### config.mk
export PLATFORM = sky130hd
export DESIGN_NAME = serial_tx_flat
export DESIGN_NICKNAME = d
export VERILOG_FILES = /design/src/rtl/serial_tx_if.sv /design/src/rtl/serial_tx.sv /design/src/flat_wrapper.sv
export SDC_FILE = /design/constraint.sdc
export NUM_CORES = 1
export LEC_CHECK = 0
export ABC_AREA = 1
export CORE_ASPECT_RATIO = 1.25
export CORE_MARGIN = 1.5
export CORE_UTILIZATION = 54
export CTS_CLUSTER_SIZE = 24
export DETAILED_ROUTE_END_ITERATION = 8
export PLACE_DENSITY_LB_ADDON = 0.08
export SETUP_SLACK_MARGIN = 0.15
export SLEW_MARGIN = 30
export SYNTH_ARGS = -nofsm -noshare
export SYNTH_HDL_FRONTEND = slang
export SYNTH_SLANG_ARGS = --single-unit
export TNS_END_PERCENT = 20
### constraint.sdc
create_clock -name clk -period 2.12 [get_ports clk]
set_clock_uncertainty 0.15 [all_clocks]
set_input_delay 0.424 -clock clk [delete_from_list [all_inputs] [get_ports clk]]
set_output_delay 0.424 -clock clk [all_outputs]
set_load 0.02 [all_outputs]
### src/rtl/serial_tx_if.sv
// Host-side byte stream interface of the UART transmitter.
//   block        host -> tx   hold off new frames
//   tx_busy      tx -> host   high while new_tx_data would be ignored
//   tx_data      host -> tx   byte to send, sampled on acceptance
//   new_tx_data  host -> tx   single-cycle transmit request
//   tx           tx -> line   serial output, idles high
interface serial_tx_if;
  logic       block;
  logic       tx_busy;
  logic [7:0] tx_data;
  logic       new_tx_data;
  logic       tx;

  modport master (
    output block,
    output tx_data,
    output new_tx_data,
    input  tx_busy,
    input  tx
  );

  modport slave (
    input  block,
    input  tx_data,
    input  new_tx_data,
    output tx_busy,
    output tx
  );
endinterface

### src/rtl/serial_tx.sv
// UART transmitter: latches a byte on new_tx_data and shifts out
// start bit, 8 data bits LSB first, optional parity bit, 1 or 2 stop bits.
// tx_busy covers both an in-flight frame and host-requested hold-off.
//   clk    system clock, posedge
//   rst_n  asynchronous active-low reset
//   bus    serial_tx_if.slave (block, tx_busy, tx_data, new_tx_data, tx)
module serial_tx #(
  parameter int unsigned CLK_PER_BIT = 100,
  parameter int unsigned PARITY      = 0,
  parameter int unsigned STOP_BITS   = 1
) (
  input  logic        clk,
  input  logic        rst_n,
  serial_tx_if.slave  bus
);

  localparam int unsigned CTR_W = (CLK_PER_BIT > 1) ? $clog2(CLK_PER_BIT) : 1;
  localparam logic [CTR_W-1:0] CTR_MAX   = CTR_W'(CLK_PER_BIT - 1);
  localparam logic [2:0]       LAST_STOP = 3'(STOP_BITS - 1);

  // Reject unsupported configurations at elaboration.
  if (CLK_PER_BIT < 2 || STOP_BITS < 1 || STOP_BITS > 2 || PARITY > 2) begin : g_bad_params
    $error("serial_tx: illegal parameter set");
  end

  typedef enum logic [2:0] {
    S_IDLE,
    S_START,
    S_DATA,
    S_PARITY,
    S_STOP
  } state_t;

  state_t           state, state_d;
  logic [CTR_W-1:0] ctr, ctr_d;
  logic [2:0]       bit_idx, bit_idx_d;
  logic [7:0]       shift, shift_d;
  logic             par_bit, par_bit_d;
  logic             tx_q, tx_d;
  logic             block_q;
  logic             bit_end;

  assign bit_end     = (ctr == CTR_MAX);
  assign bus.tx_busy = block_q | (state != S_IDLE);
  assign bus.tx      = tx_q;

  // State and datapath registers.
  always_ff @(posedge clk or negedge rst_n) begin
    if (!rst_n) begin
      state   <= S_IDLE;
      ctr     <= '0;
      bit_idx <= '0;
      shift   <= '0;
      par_bit <= 1'b0;
      tx_q    <= 1'b1;
      block_q <= 1'b0;
    end else begin
      state   <= state_d;
      ctr     <= ctr_d;
      bit_idx <= bit_idx_d;
      shift   <= shift_d;
      par_bit <= par_bit_d;
      tx_q    <= tx_d;
      block_q <= bus.block;
    end
  end

  // Next-state, bit timing and line value.
  always_comb begin
    state_d   = state;
    ctr_d     = ctr;
    bit_idx_d = bit_idx;
    shift_d   = shift;
    par_bit_d = par_bit;
    tx_d      = 1'b1;

    if (state == S_IDLE) begin
      ctr_d     = '0;
      bit_idx_d = '0;
    end else begin
      ctr_d = bit_end ? '0 : ctr + CTR_W'(1);
    end

    case (state)
      S_IDLE: begin
        if (!block_q && bus.new_tx_data) begin
          state_d = S_START;
          shift_d = bus.tx_data;
          if (PARITY == 0) begin
            par_bit_d = 1'b0;
          end else if (PARITY == 1) begin
            par_bit_d = ~^bus.tx_data;
          end else begin
            par_bit_d = ^bus.tx_data;
          end
        end
      end
      S_START: begin
        if (bit_end) state_d = S_DATA;
      end
      S_DATA: begin
        if (bit_end) begin
          shift_d = {1'b0, shift[7:1]};
          if (bit_idx == 3'd7) begin
            bit_idx_d = '0;
            state_d   = (PARITY != 0) ? S_PARITY : S_STOP;
          end else begin
            bit_idx_d = bit_idx + 3'd1;
          end
        end
      end
      S_PARITY: begin
        if (bit_end) state_d = S_STOP;
      end
      S_STOP: begin
        // bit_idx counts stop bits here.
        if (bit_end) begin
          if (bit_idx == LAST_STOP) begin
            bit_idx_d = '0;
            state_d   = S_IDLE;
          end else begin
            bit_idx_d = bit_idx + 3'd1;
          end
        end
      end
      default: state_d = S_IDLE;
    endcase

    // Line value follows the next state so tx is aligned with it from a register.
    case (state_d)
      S_START:  tx_d = 1'b0;
      S_DATA:   tx_d = shift_d[0];
      S_PARITY: tx_d = par_bit_d;
      default:  tx_d = 1'b1;
    endcase
  end

endmodule
### src/flat_wrapper.sv
// flat-port wrapper written by rule: the top's interface ports become plain ports
module serial_tx_flat 
#(
  parameter int unsigned CLK_PER_BIT = 100,
  parameter int unsigned PARITY      = 0,
  parameter int unsigned STOP_BITS   = 1
)
  (clk, rst_n, bus_block, bus_tx_data, bus_new_tx_data, bus_tx_busy, bus_tx);
  serial_tx_if bus_i ();
  input  logic clk;
  input  logic rst_n;
  input wire logic [$bits(bus_i.block)-1:0] bus_block;
  input wire logic [$bits(bus_i.tx_data)-1:0] bus_tx_data;
  input wire logic [$bits(bus_i.new_tx_data)-1:0] bus_new_tx_data;
  output wire logic [$bits(bus_i.tx_busy)-1:0] bus_tx_busy;
  output wire logic [$bits(bus_i.tx)-1:0] bus_tx;
  assign bus_i.block = bus_block;
  assign bus_i.tx_data = bus_tx_data;
  assign bus_i.new_tx_data = bus_new_tx_data;
  assign bus_tx_busy = bus_i.tx_busy;
  assign bus_tx = bus_i.tx;
  serial_tx #(.CLK_PER_BIT(CLK_PER_BIT), .PARITY(PARITY), .STOP_BITS(STOP_BITS)) u_core (.clk(clk), .rst_n(rst_n), .bus(bus_i));
endmodule
# Word-level counts from Yosys, hierarchy flattened

Index checks and enable logic that the tools add are counted.

Output and inout bits: 2
Word-level logic and storage cells: 51
Register bits: 24
Input port bits: 12

Reductions and logical operators: 7
Muxes and demuxes: 22
Eq/ne operators: 11
Add/sub/neg operators: 2
Bitwise operators: 1

Operators by type and width:

| operator                                                                | number |
|---|---|
| 3-bit two-way mux                                                       | 12 |
| 8-bit two-way mux                                                       | 2 |
| 8-bit one-hot mux with 2 select lines                                   | 1 |
| 3-bit one-hot mux with 5 select lines                                   | 1 |
| 7-bit two-way mux                                                       | 2 |
| 3-bit by 2-bit == test with 1-bit output, second input constant         | 4 |
| 7-bit by 1-bit adder with 7-bit output, second input constant           | 1 |
| 7-bit == test, second input constant                                    | 1 |
| 3-bit by 1-bit == test with 1-bit output, second input constant         | 2 |
| 3-bit == test, second input constant                                    | 2 |
| 3-bit logical NOT                                                       | 2 |
| 3-bit one-hot mux with 2 select lines                                   | 1 |
| 3-bit by 1-bit adder with 3-bit output, second input constant           | 1 |
| 1-bit one-hot mux with 3 select lines                                   | 1 |
| 3-bit AND reduction                                                     | 1 |
| 3-bit nonzero test                                                      | 1 |
| 1-bit two-way mux                                                       | 2 |
| 2-bit by 1-bit inequality test with 1-bit output, second input constant | 1 |
| 2-bit inequality test, second input constant                            | 1 |
| 2-bit nonzero test                                                      | 1 |
| 1-bit logical AND                                                       | 1 |
| 1-bit logical NOT                                                       | 1 |
| 1-bit OR                                                                | 1 |

# Logic depth before layout (Yosys ltp)

Gate-level depths: netlist of run 1.

Word-level depth: 6
Depth in mapped cells: 10
Mapped depth without buffers: 10

# Least setup slack after synthesis of run 1

OpenSTA, ideal clock, no wires.

Kind: reg-to-reg
Start point: register u_core.ctr[0]
End point: register u_core.bit_idx[2]
Stages on the path, launching flop included: 10
Library setup time: 0.131 ns
Slack: 0.640 ns
Arrival: 1.199 ns
Data required time: 1.839 ns
Clock period less this slack: 1.480 ns
Buffers on the path: 1
Cells stage by stage: dfrtp_1 > ha_1 > inv_2 > nor2_2 > nand3_2 > buf_6 > o21ai_2 > nand2_1 > nand2_1 > o21ai_0

Longest elaborated chain between the ends: 3
Elaborated cells on any way between the ends: 4
Classes of those cells: 1 x eq/ne; 3 x mux

Ends and longest elaborated chain:

| element                                 | line                               | RTL |
|---|---|---|
| start, declared                         | serial_tx.sv:35                    | `logic [CTR_W-1:0] ctr, ctr_d;` |
| start signal, assigned                  | serial_tx.sv:59                    | `ctr <= ctr_d;` |
| 7-bit == test *                         | serial_tx.sv:43                    | `assign bit_end = (ctr == CTR_MAX);` |
| 3-bit two-way mux (on tied branches)    | serial_tx.sv:117, serial_tx.sv:102 |  |
| 3-bit one-hot mux with 2 select lines * | serial_tx.sv:84                    | `case (state)` |
| net u_core.bit_idx_d[2]                 | serial_tx.sv:36                    | `logic [2:0] bit_idx, bit_idx_d;` |
| end signal, assigned                    | serial_tx.sv:60                    | `bit_idx <= bit_idx_d;` |
| end, declared                           | serial_tx.sv:36                    |  |

The timed path passes the listed nets; every way through them passes the cells marked *.
A chain may end at the register's enable or synchronous reset.

# Worst setup path in the final report of run 1

Start point: register u_core.state[0]
End point: output bus_tx_busy

Longest elaborated chain between the ends: 2

Ends and longest elaborated chain:

| element                | line               | RTL |
|---|---|---|
| start, declared        | serial_tx.sv:34    | `state_t state, state_d;` |
| start signal, assigned | serial_tx.sv:58    | `state <= state_d;` |
| 3-bit nonzero test     | serial_tx.sv:44    | `assign bus.tx_busy = block_q \| (state != S_IDLE);` |
| 1-bit OR               | serial_tx.sv:44    |  |
| end, declared          | flat_wrapper.sv:15 | `output wire logic [$bits(bus_i.tx_busy)-1:0] bus_tx_busy;` |

No other way between the ends.

==> metrics.cfg, run 1 <==
[die]
start_util = 0.573
dieArea_mm2 = 0.00262
fp.dieH_um = 56.8
core_area_mm2 = 0.00219
std_cell_rows = 19
die_width_um = 46.1
io_pins = 14

[timing]
setup_tns_ns = 0
setup_violations = 0
rsz0062_at_grt = false
layout_setup_ws_ns = 0.286
hold_slack_ns = 0.308
drv_slew = 0
worst_pin_slew_ns = 0.308
post-route-period-util = 0.865
hold_viol = 0
fmax_mhz = 545
slew_headroom = 0.794
fin_crit_ns = 1.83

[final_layout]
final_common_cell = nand2_1
drive_gt1_frac = 0.146
fillers = 199
syn2layout_area_growth_pct = 17.1
final_util = 0.670
multi_input_area_um2 = 541
diodes = 0
nets = 195
most-common-layout-cells = nand2_1, dfrtp_1, nand3_1
seqCellArea_um2 = 602

[job]
cap_violations = 0

[yosys]
synth_area_mm2 = 0.00125
avgSynthCellArea_um2 = 7.98
yosysSeqAreaShare = 0.481
synthAdderAreaFrac = 0.0400
synth.distinct_cells = 24
yosysWarnings = 0
ys_ff_latch = 24
netlist_instances = 157
syn-num-nets = 173
synth.area.mux_share = 0
synthXorXnorAreaFrac = 0.0140
yosys.area_share.simple = 0.310
synth_top_family_by_area = simple AND/OR/NAND/NOR gates
synth_compound_area_frac = 0.0659

[route]
drc = 0
routed_wl_um = 2440
drtAntennaViolNets = 0
route.vias.total = 1036
firstDrtPassIters = 4
first_iter_violations = 22
via_per_inst = 4.96
wl_per_cell_um = 11.7

[grt]
grt_pass1_wl_um = 4060
overflow = 0
antenna_found_initial = 0
grt_max_degree = 25
first_global_vias = 1019
grtUsageTotal = 0.210

[critical_path]
regToRegSetupSlack_ns = 0.41
r2r_cells = 8
worstReg2RegEnd = u_core.bit_idx[2]$_DFF_PN0_
startpoint_type = flop
critPathCaptureType = output port
rr_startpoint = u_core.ctr[0]$_DFF_PN0_
critPathRequiredTime_ns = 1.55
worstSetupPathType = reg2out
crit_fanout = 4
cp.arrival_ns = 1.26

[cts]
htreeDepth = 1
tritoncts = yes
cts_hold_buf = 0
worstSkewPairLatency_ns = 0.31
cts.sinks = 24
cts_buffer_depth = 2
clkTransAtPathRegs_ns = 0.12
cts_buffers = 3
cts_root_buffer = clkbuf_4

[power]
ir_drop_mv = 0.509
comb_power_share = 0.255
p_per_area_mw_per_mm2 = 751
pwr-share-seq = 0.562
p_leak_uw = 0.000760
clock_power_share = 0.183
internal_power_uw = 759
swShare = 0.311
p_switching_uw = 342

[placement]
portBuffers = 13
hpwl_um = 1850
gp_congestion = 0.834
place_ws_ns = 0.118

[min_path]
hold_path.class = in2async

[outcome]
status = complete, no violations

## per-layer routing
metal,global-route usage,vias to the layer above,wire length [um]
met2,0.389,15,1340
met5,0,-,0
met1,0.228,472,1020
met4,0.0857,0,28
met3,0.0193,4,48
li1,-,545,-
## kinds of logic after synthesis
| logic type | count (synthesis) |
|---|---|
| and+or+nand+nor | 88 |
| buffers and inverters | 25 |
| DFF | 24 |
| AOI/OAI and AO/OA | 14 |
| adders and majority gates | 4 |
| xor gates and xnor gates | 2 |
## layout make-up
cell class / count / share of cell area
Sequential cell: 24 / 0.410
Multi-Input combinational cell: 108 / 0.369
Timing Repair Buffer: 20 / 0.120
Inverter: 22 / 0.0563
Tap cell: 31 / 0.0265
Clock buffer: 4 / 0.0179
## critical path, stage by stage, from the launching register on
cell,delay (ns)
dfrtp_1,0.43
nor2_2,0.15
nand2_2,0.09
inv_2,0.08
nand2_1,0.05
clkbuf_2,0.15
## power by group through the flow
stage	clock network [uW]	logic (uW)	registers, uW
after detailed placement	0	271	629
after floorplan	0	194	618
final	201	281	619
after global placement	0	264	623
after global routing	226	323	631
after CTS	208	274	619
## cells in the mapped netlist, drive strengths merged
cell type	count	area share
a211oi	1	0.0060
a21oi	3	0.012
a22o	1	0.0070
buf	3	0.024
dfrtp	23	0.46
dfstp	1	0.021
ha	4	0.040
inv	22	0.066
nand2	44	0.14
nand3	22	0.092
nand4	2	0.010
nor2	18	0.060
nor3b	2	0.012
o211ai	1	0.0060
o21ai	8	0.035
xnor2	1	0.0070
xor2	1	0.0070
## how the worst max path moves through the flow
stage | to | slack (ns) | startpoint
CTS | bus_tx_busy | 0.14 | u_core.state[1]$_DFF_PN0_
finish | bus_tx_busy | 0.29 | u_core.state[0]$_DFF_PN0_
global route | bus_tx_busy | 0.21 | u_core.state[0]$_DFF_PN0_
floorplan | u_core.bit_idx[2]$_DFF_PN0_ | 0.64 | u_core.ctr[0]$_DFF_PN0_
detailed placement | bus_tx_busy | 0.12 | u_core.state[1]$_DFF_PN0_
global placement | bus_tx_busy | 0.16 | u_core.state[1]$_DFF_PN0_
## flip-flops by register name (all words and copies together) (netlist names)
signal          cells
u_core.bit_idx      3
u_core.block_q      1
u_core.bus.tx       1
u_core.ctr          7
u_core.par_bit      1
u_core.shift        8
u_core.state        3
## per-stage QoR
stage	cell area, um2	instances	total power [uW]
after floorplan	1250	157	812
after global placement	1410	200	888
after detailed placement	1410	200	900
after CTS	1450	206	1100
after global routing	1470	209	1180
final	1470	209	1100
## what timing repair did
item | 4_1_cts | 5_1_grt
pin swaps | 1 | 1
buffers inserted | 2 | 3
gates resized for setup | 5 | 2
endpoints found under the setup margin | 2 | 1
cloned | 0 | 0
Power figures use the tool's default switching activity.
==> run 2: changes to the inputs <==
--- a/config.mk
+++ b/config.mk
@@ -7,7 +7,6 @@
 export LEC_CHECK = 0
 export ABC_AREA = 1
 export CORE_ASPECT_RATIO = 1.25
-export CORE_MARGIN = 1.5
 export CORE_UTILIZATION = 54
 export CTS_CLUSTER_SIZE = 24
 export DETAILED_ROUTE_END_ITERATION = 8
==> run 2 against run 1 <==
Compared with the run above:
- routed wire length rose by 0.74%
- non-clock buffer count fell by 2
- count of clock-buffer cells in the layout did not move
- critical path depth rose by 4
- hold slack got worse by 0.018 ns
- sequential share of layout area rose by 0.32 points
- core utilization fell by 0.51 points
- critical endpoint is now u_core.bit_idx[2]$_DFF_PN0_
- largest power group unchanged
==> metrics.cfg, run 2 (synthesis gave the netlist of run 1 again) <==
[outcome]
status = complete, no violations

[final_layout]
largest_register_ff_count = 8  ; unchanged
fillers = 202  ; +1.5%
most-common-layout-cells = nand2_1, dfrtp_1, nand3_1
syn2layout_area_growth_pct = 16.2
largest-register = u_core.shift
final_common_cell = nand2_1
largest_registers = u_core.shift: 8 flops, u_core.ctr: 7 flops
drive_gt1_frac = 0.142  ; -0.00402
multi_input_area_um2 = 541  ; unchanged
nets = 193  ; -1.0%
seqCellArea_um2 = 602  ; unchanged
diodes = 0  ; unchanged

[route]
drtAntennaViolNets = 0  ; unchanged
drc = 0  ; unchanged
firstDrtPassIters = 6  ; +2
wl_per_cell_um = 11.9  ; +1.7%
route.vias.total = 1031  ; -0.48%
first_iter_violations = 20  ; -9.1%
routed_wl_um = 2460  ; +0.74%
via_per_inst = 4.98  ; +0.48%

[job]
cap_violations = 0  ; unchanged

[critical_path]
path_cells = ha_1, inv_2, nor2_2, nand3_2, clkinvlp_4, nand2_1, o21ai_1, nand2_1, o21ai_0
cpPeakStageDelay_ns = 0.42  ; about the same
worstSetupPathType = reg2reg
worstReg2RegEnd = u_core.bit_idx[2]$_DFF_PN0_
critPathTopFamily = simple AND/OR/NAND/NOR gates
crit_slowest_cell = dfrtp_1
r2r_cells = 9  ; +1
critPathCapture = u_core.bit_idx[2]$_DFF_PN0_
crit_start = u_core.ctr[0]$_DFF_PN0_
critPathBufInv = 2  ; unchanged
rr_startpoint = u_core.ctr[0]$_DFF_PN0_
cp.arrival_ns = 1.92  ; +0.66 ns
crit_fanout = 14  ; +10
startpoint_type = flop
path_common_cell = nand2_1
critPathRequiredTime_ns = 2.18  ; +0.63 ns
regToRegSetupSlack_ns = 0.27  ; -0.14 ns
cp.depth = 9  ; +4
critPathCaptureType = flop

[timing]
fin_crit_ns = 1.85  ; +0.0206 ns
drv_slew = 0  ; unchanged
worst_pin_slew_ns = 0.307  ; -0.00145 ns
setup_tns_ns = 0  ; unchanged
slew_headroom = 0.795  ; +0.00119
fmax_mhz = 539  ; -1.1%
setup_violations = 0  ; unchanged
rsz0062_at_grt = true
post-route-period-util = 0.875  ; +0.00971
hold_viol = 0  ; unchanged

[die]
die_width_um = 45.1  ; -2.2%
io_pins = 14  ; unchanged
std_cell_rows = 19  ; unchanged
dieArea_mm2 = 0.00252  ; -3.9%
core_area_mm2 = 0.00219  ; unchanged
fp.dieH_um = 55.8  ; -1.8%
start_util = 0.573  ; unchanged

[cts]
clkTransAtPathRegs_ns = 0.13  ; about the same
worstSkewPairLatency_ns = 0.32  ; about the same
cts_buffers = 3  ; unchanged
cts_buffer_depth = 2  ; unchanged
htreeDepth = 1  ; unchanged
cts.sinks = 24  ; unchanged
cts_hold_buf = 0  ; unchanged
cts_root_buffer = clkbuf_4
tritoncts = yes

[grt]
overflow = 0  ; unchanged
antenna_found_initial = 0  ; unchanged
grtUsageTotal = 0.234  ; +0.0235
first_global_vias = 1031  ; +1.2%
grt_pass1_wl_um = 4340  ; +7.0%
grt_max_degree = 25  ; unchanged

[power]
p_leak_uw = 0.000742  ; -2.4%
total_power_uw = 1110  ; +0.86%
p_per_area_mw_per_mm2 = 763  ; +1.6%
ir_drop_mv = 0.613  ; +20%

[placement]
portBuffers = 13  ; unchanged
hpwl_um = 1800  ; -2.2%
gp_congestion = 0.819  ; -1.7%

[min_path]
hold_path.class = in2async

## run 2: cell count changes in the layout (fill, tap and decap cells not counted)
cell,before,now
buf_4,7,5
clkinvlp_4,0,1
inv_1,16,15
## run 2: area by class of cell
cell class,count,share of cell area
tap,31,0.0267
sequential,24,0.414
clock buffer,4,0.0181
timing repair buffer,18,0.111
inverter,22,0.0593
multi-input combinational,108,0.371
## run 2: repair_timing
item                                    CTS  global route
buffers inserted                          3             1
endpoints found under the setup margin    2             4
cloned                                    0             0
pin swaps                                 1             0
resized for setup                         4             4
## run 2: routing by layer
layer  routed length, um  share of wire  track usage
met2                1270           0.52        0.398
met1                1090           0.44        0.284
met4                  53          0.022        0.117
met5                   0              0            0
met3                  46          0.019       0.0195
## run 2: worst min path at each step
stage | to | slack, ns | depth (start not counted)
floorplan | u_core.bit_idx[0]$_DFF_PN0_ | -0.02 | 0
global placement | u_core.ctr[0]$_DFF_PN0_ | 0.30 | 1
detailed placement | u_core.ctr[0]$_DFF_PN0_ | 0.31 | 1
CTS | u_core.ctr[5]$_DFF_PN0_ | 0.29 | 2
global route | u_core.ctr[5]$_DFF_PN0_ | 0.30 | 2
finish | u_core.ctr[6]$_DFF_PN0_ | 0.29 | 2
## run 2: power by group
| part | internal [uW] | switching [uW] | total, uW | leakage (uW) |
|---|---|---|---|---|
| registers | 555 | 62.4 | 617 | 0.000313 |
| logic | 127 | 155 | 282 | 0.000414 |
| clock network | 73.8 | 137 | 211 | 0.0000150 |
| total | 756 | 355 | 1110 | 0.000742 |
## run 2: through the flow
stage          instance area [um2]  setup WS (ns)  hold slack, ns  instances  utilization
2_1_floorplan                 1250          0.640         -0.0216        157            -
3_3_place_gp                  1400          0.156           0.297        199        0.640
3_5_place_dp                  1400          0.122           0.313        199        0.640
4_1_cts                       1450         0.0986           0.294        206        0.661
5_1_grt                       1460          0.140           0.301        207        0.665
6_report                      1460          0.265           0.291        207        0.665
==> run 3: changes to the inputs <==
--- a/config.mk
+++ b/config.mk
@@ -7,10 +7,11 @@
 export LEC_CHECK = 0
 export ABC_AREA = 1
 export CORE_ASPECT_RATIO = 1.25
-export CORE_UTILIZATION = 54
+export CORE_UTILIZATION = 49
 export CTS_CLUSTER_SIZE = 24
 export DETAILED_ROUTE_END_ITERATION = 8
 export PLACE_DENSITY_LB_ADDON = 0.08
+export RECOVER_POWER = 50
 export SETUP_SLACK_MARGIN = 0.15
 export SLEW_MARGIN = 30
 export SYNTH_ARGS = -nofsm -noshare
==> constraint.sdc (replaced) <==
create_clock -name clk -period 1.6 [get_ports clk]
set_clock_uncertainty 0.15 [all_clocks]
set_input_delay 0.32 -clock clk [delete_from_list [all_inputs] [get_ports clk]]
set_output_delay 0.32 -clock clk [all_outputs]
set_load 0.02 [all_outputs]
==> run 3 against run 2 <==
Compared with the run above:
- combinational power grew 100%
- critical path depth shrank 4
- register-to-register slack lost 0.27 ns
- highest routed layer unchanged
- the flow now finishes with violations (negative setup slack)
- clock power grew 55%
- largest cell class is now multi-input gates
- first-iteration DRC count shrank 35%
==> metrics.cfg, run 3 (synthesis gave the netlist of run 1 again) <==
[outcome]
status = finished, violations left
violations = negative setup slack

[route]
via_per_inst = 5.07  ; +1.8%
firstDrtPassIters = 4  ; -2
routed_wl_um = 2820  ; +15%
route.vias.total = 1166  ; +13%
drtAntennaViolNets = 0  ; unchanged
first_iter_violations = 13  ; -35%
wl_per_cell_um = 12.3  ; +3.4%
drc = 0  ; unchanged

[critical_path]
path_common_cell = nand2_2
crit_start = u_core.state[0]$_DFF_PN0_
cpPeakStageDelay_ns = 0.41  ; about the same
crit_fanout = 2  ; -12
critPathTopFamily = flip-flops
critPathBufInv = 2  ; unchanged
path_cells = nor2_2, nand2_2, inv_2, nand2_2, buf_6
critPathCapture = bus_tx_busy
cp.arrival_ns = 1.19  ; -0.73 ns
crit_slowest_cell = dfrtp_1
startpoint_type = flop
critPathRequiredTime_ns = 1.13  ; -1.05 ns
critPathCaptureType = output port
worstReg2RegEnd = u_core.bit_idx[0]$_DFF_PN0_
regToRegSetupSlack_ns = 0  ; -0.27 ns
r2r_cells = 10  ; +1
rr_startpoint = u_core.state[0]$_DFF_PN0_
cp.depth = 5  ; -4
worstSetupPathType = reg2out

[grt]
grt_pass1_wl_um = 4530  ; +4.4%
grt_max_degree = 25  ; unchanged
grtUsageTotal = 0.231  ; -0.00321
first_global_vias = 1163  ; +13%
overflow = 0  ; unchanged
antenna_found_initial = 0  ; unchanged

[timing]
setup_tns_ns = -0.0663  ; -0.0663 ns
slew_headroom = 0.599  ; -0.196
layout_setup_ws_ns = -0.0640  ; -0.329 ns
post-route-period-util = 1.04
fmax_mhz = 601
rsz0062_at_grt = true
fin_crit_ns = 1.66
worst_pin_slew_ns = 0.601  ; +0.294 ns
drv_slew = 0  ; unchanged
setup_violations = 2  ; +2
hold_viol = 0  ; unchanged

[placement]
portBuffers = 13  ; unchanged
place_ws_ns = -0.0820  ; -0.204 ns
gp_congestion = 0.845  ; +3.1%
hpwl_um = 1980  ; +9.6%

[power]
p_per_area_mw_per_mm2 = 950  ; +24%
ir_drop_mv = 0.738  ; +21%
p_leak_uw = 0.000947  ; +28%

[job]
cap_violations = 0  ; unchanged

[die]
fp.dieH_um = 58.5  ; +4.8%
std_cell_rows = 20  ; +1
io_pins = 14  ; unchanged
die_width_um = 47.2  ; +4.8%
core_area_mm2 = 0.00243  ; +11%
start_util = 0.516  ; -0.0567
dieArea_mm2 = 0.00276  ; +9.8%

[min_path]
hold_path.class = reg2reg
holdPathStages = 2

[cts]
cts_buffer_depth = 2  ; unchanged
cts_buffers = 3  ; unchanged
worstSkewPairLatency_ns = 0.32  ; about the same
cts_hold_buf = 0  ; unchanged
clkTransAtPathRegs_ns = 0.13  ; about the same
htreeDepth = 1  ; unchanged
tritoncts = yes
cts.sinks = 24  ; unchanged
cts_root_buffer = clkbuf_4

[final_layout]
most-common-layout-cells = nand2_1, dfrtp_1, buf_4
final_util = 0.744  ; +0.0790
largest_registers = u_core.shift: 8 flops, u_core.ctr: 7 flops
drive_gt1_frac = 0.376  ; +0.234
syn2layout_area_growth_pct = 44.3
nets = 214  ; +11%
largest-register = u_core.shift
diodes = 0  ; unchanged
final_common_cell = nand2_1
largest_register_ff_count = 8  ; unchanged
fillers = 190  ; -5.9%

[run 3: worst reg2reg max path, cell delays in order, from the launching register on]
cell and delay, ns:
dfrtp_1 0.41, nor2_2 0.15, nand2_2 0.08, buf_4 0.13, buf_4 0.12, buf_4 0.12
buf_6 0.12, nand3_2 0.06, o21ai_1 0.06, nand2_1 0.05, nand3_1 0.07
[run 3: through the flow]
| stage | instance area, um2 | instances | power [uW] | hold slack (ns) |
|---|---|---|---|---|
| after floorplan | 1250 | 157 | 1080 | -0.126 |
| after global placement | 1560 | 219 | 1270 | 0.309 |
| after detailed placement | 1560 | 219 | 1290 | 0.307 |
| after CTS | 1760 | 227 | 1700 | 0.188 |
| after global routing | 1810 | 230 | 1820 | 0.377 |
| final | 1810 | 230 | 1720 | 0.354 |
[run 3: layer usage]
layer | routed length, um | track usage
met5 | 0 | 0
met4 | 49 | 0.0857
met3 | 43 | 0.0184
met2 | 1600 | 0.452
met1 | 1130 | 0.234
[run 3: final cells by class]
type,count,area [um2],share of cell area
well taps,33,41.3,0.0229
multi-input cells,108,684,0.379
clock buffers,4,36.3,0.0201
repair buffers,39,360,0.199
flip-flops and latches,24,602,0.333
inverters,22,82.6,0.0457
[run 3: worst min path at each step]
stage / from / endpoint / slack [ns]
after floorplan: rst_n / u_core.bit_idx[0]$_DFF_PN0_ / -0.13
after global placement: u_core.shift[0]$_DFF_PN0_ / u_core.shift[0]$_DFF_PN0_ / 0.31
after detailed placement: u_core.shift[0]$_DFF_PN0_ / u_core.shift[0]$_DFF_PN0_ / 0.31
after CTS: rst_n / u_core.block_q$_DFF_PN0_ / 0.19
after global routing: u_core.shift[4]$_DFFE_PN0P_ / u_core.shift[4]$_DFFE_PN0P_ / 0.38
final: u_core.shift[6]$_DFFE_PN0P_ / u_core.shift[6]$_DFFE_PN0P_ / 0.35
[run 3: repair_timing]
item                       4_1_cts  5_1_grt
hold endpoints to repair         0        0
pin swaps                       16       10
gates resized for setup         51       10
gates cloned                     0        0
setup buffers                    4        3
setup endpoints to repair       16       23
[run 3: report_power, final]
part           internal [uW]  total, uW  switching [uW]
Combinational            293        565             272
Sequential               736        826            90.0
Clock                    139        326             186
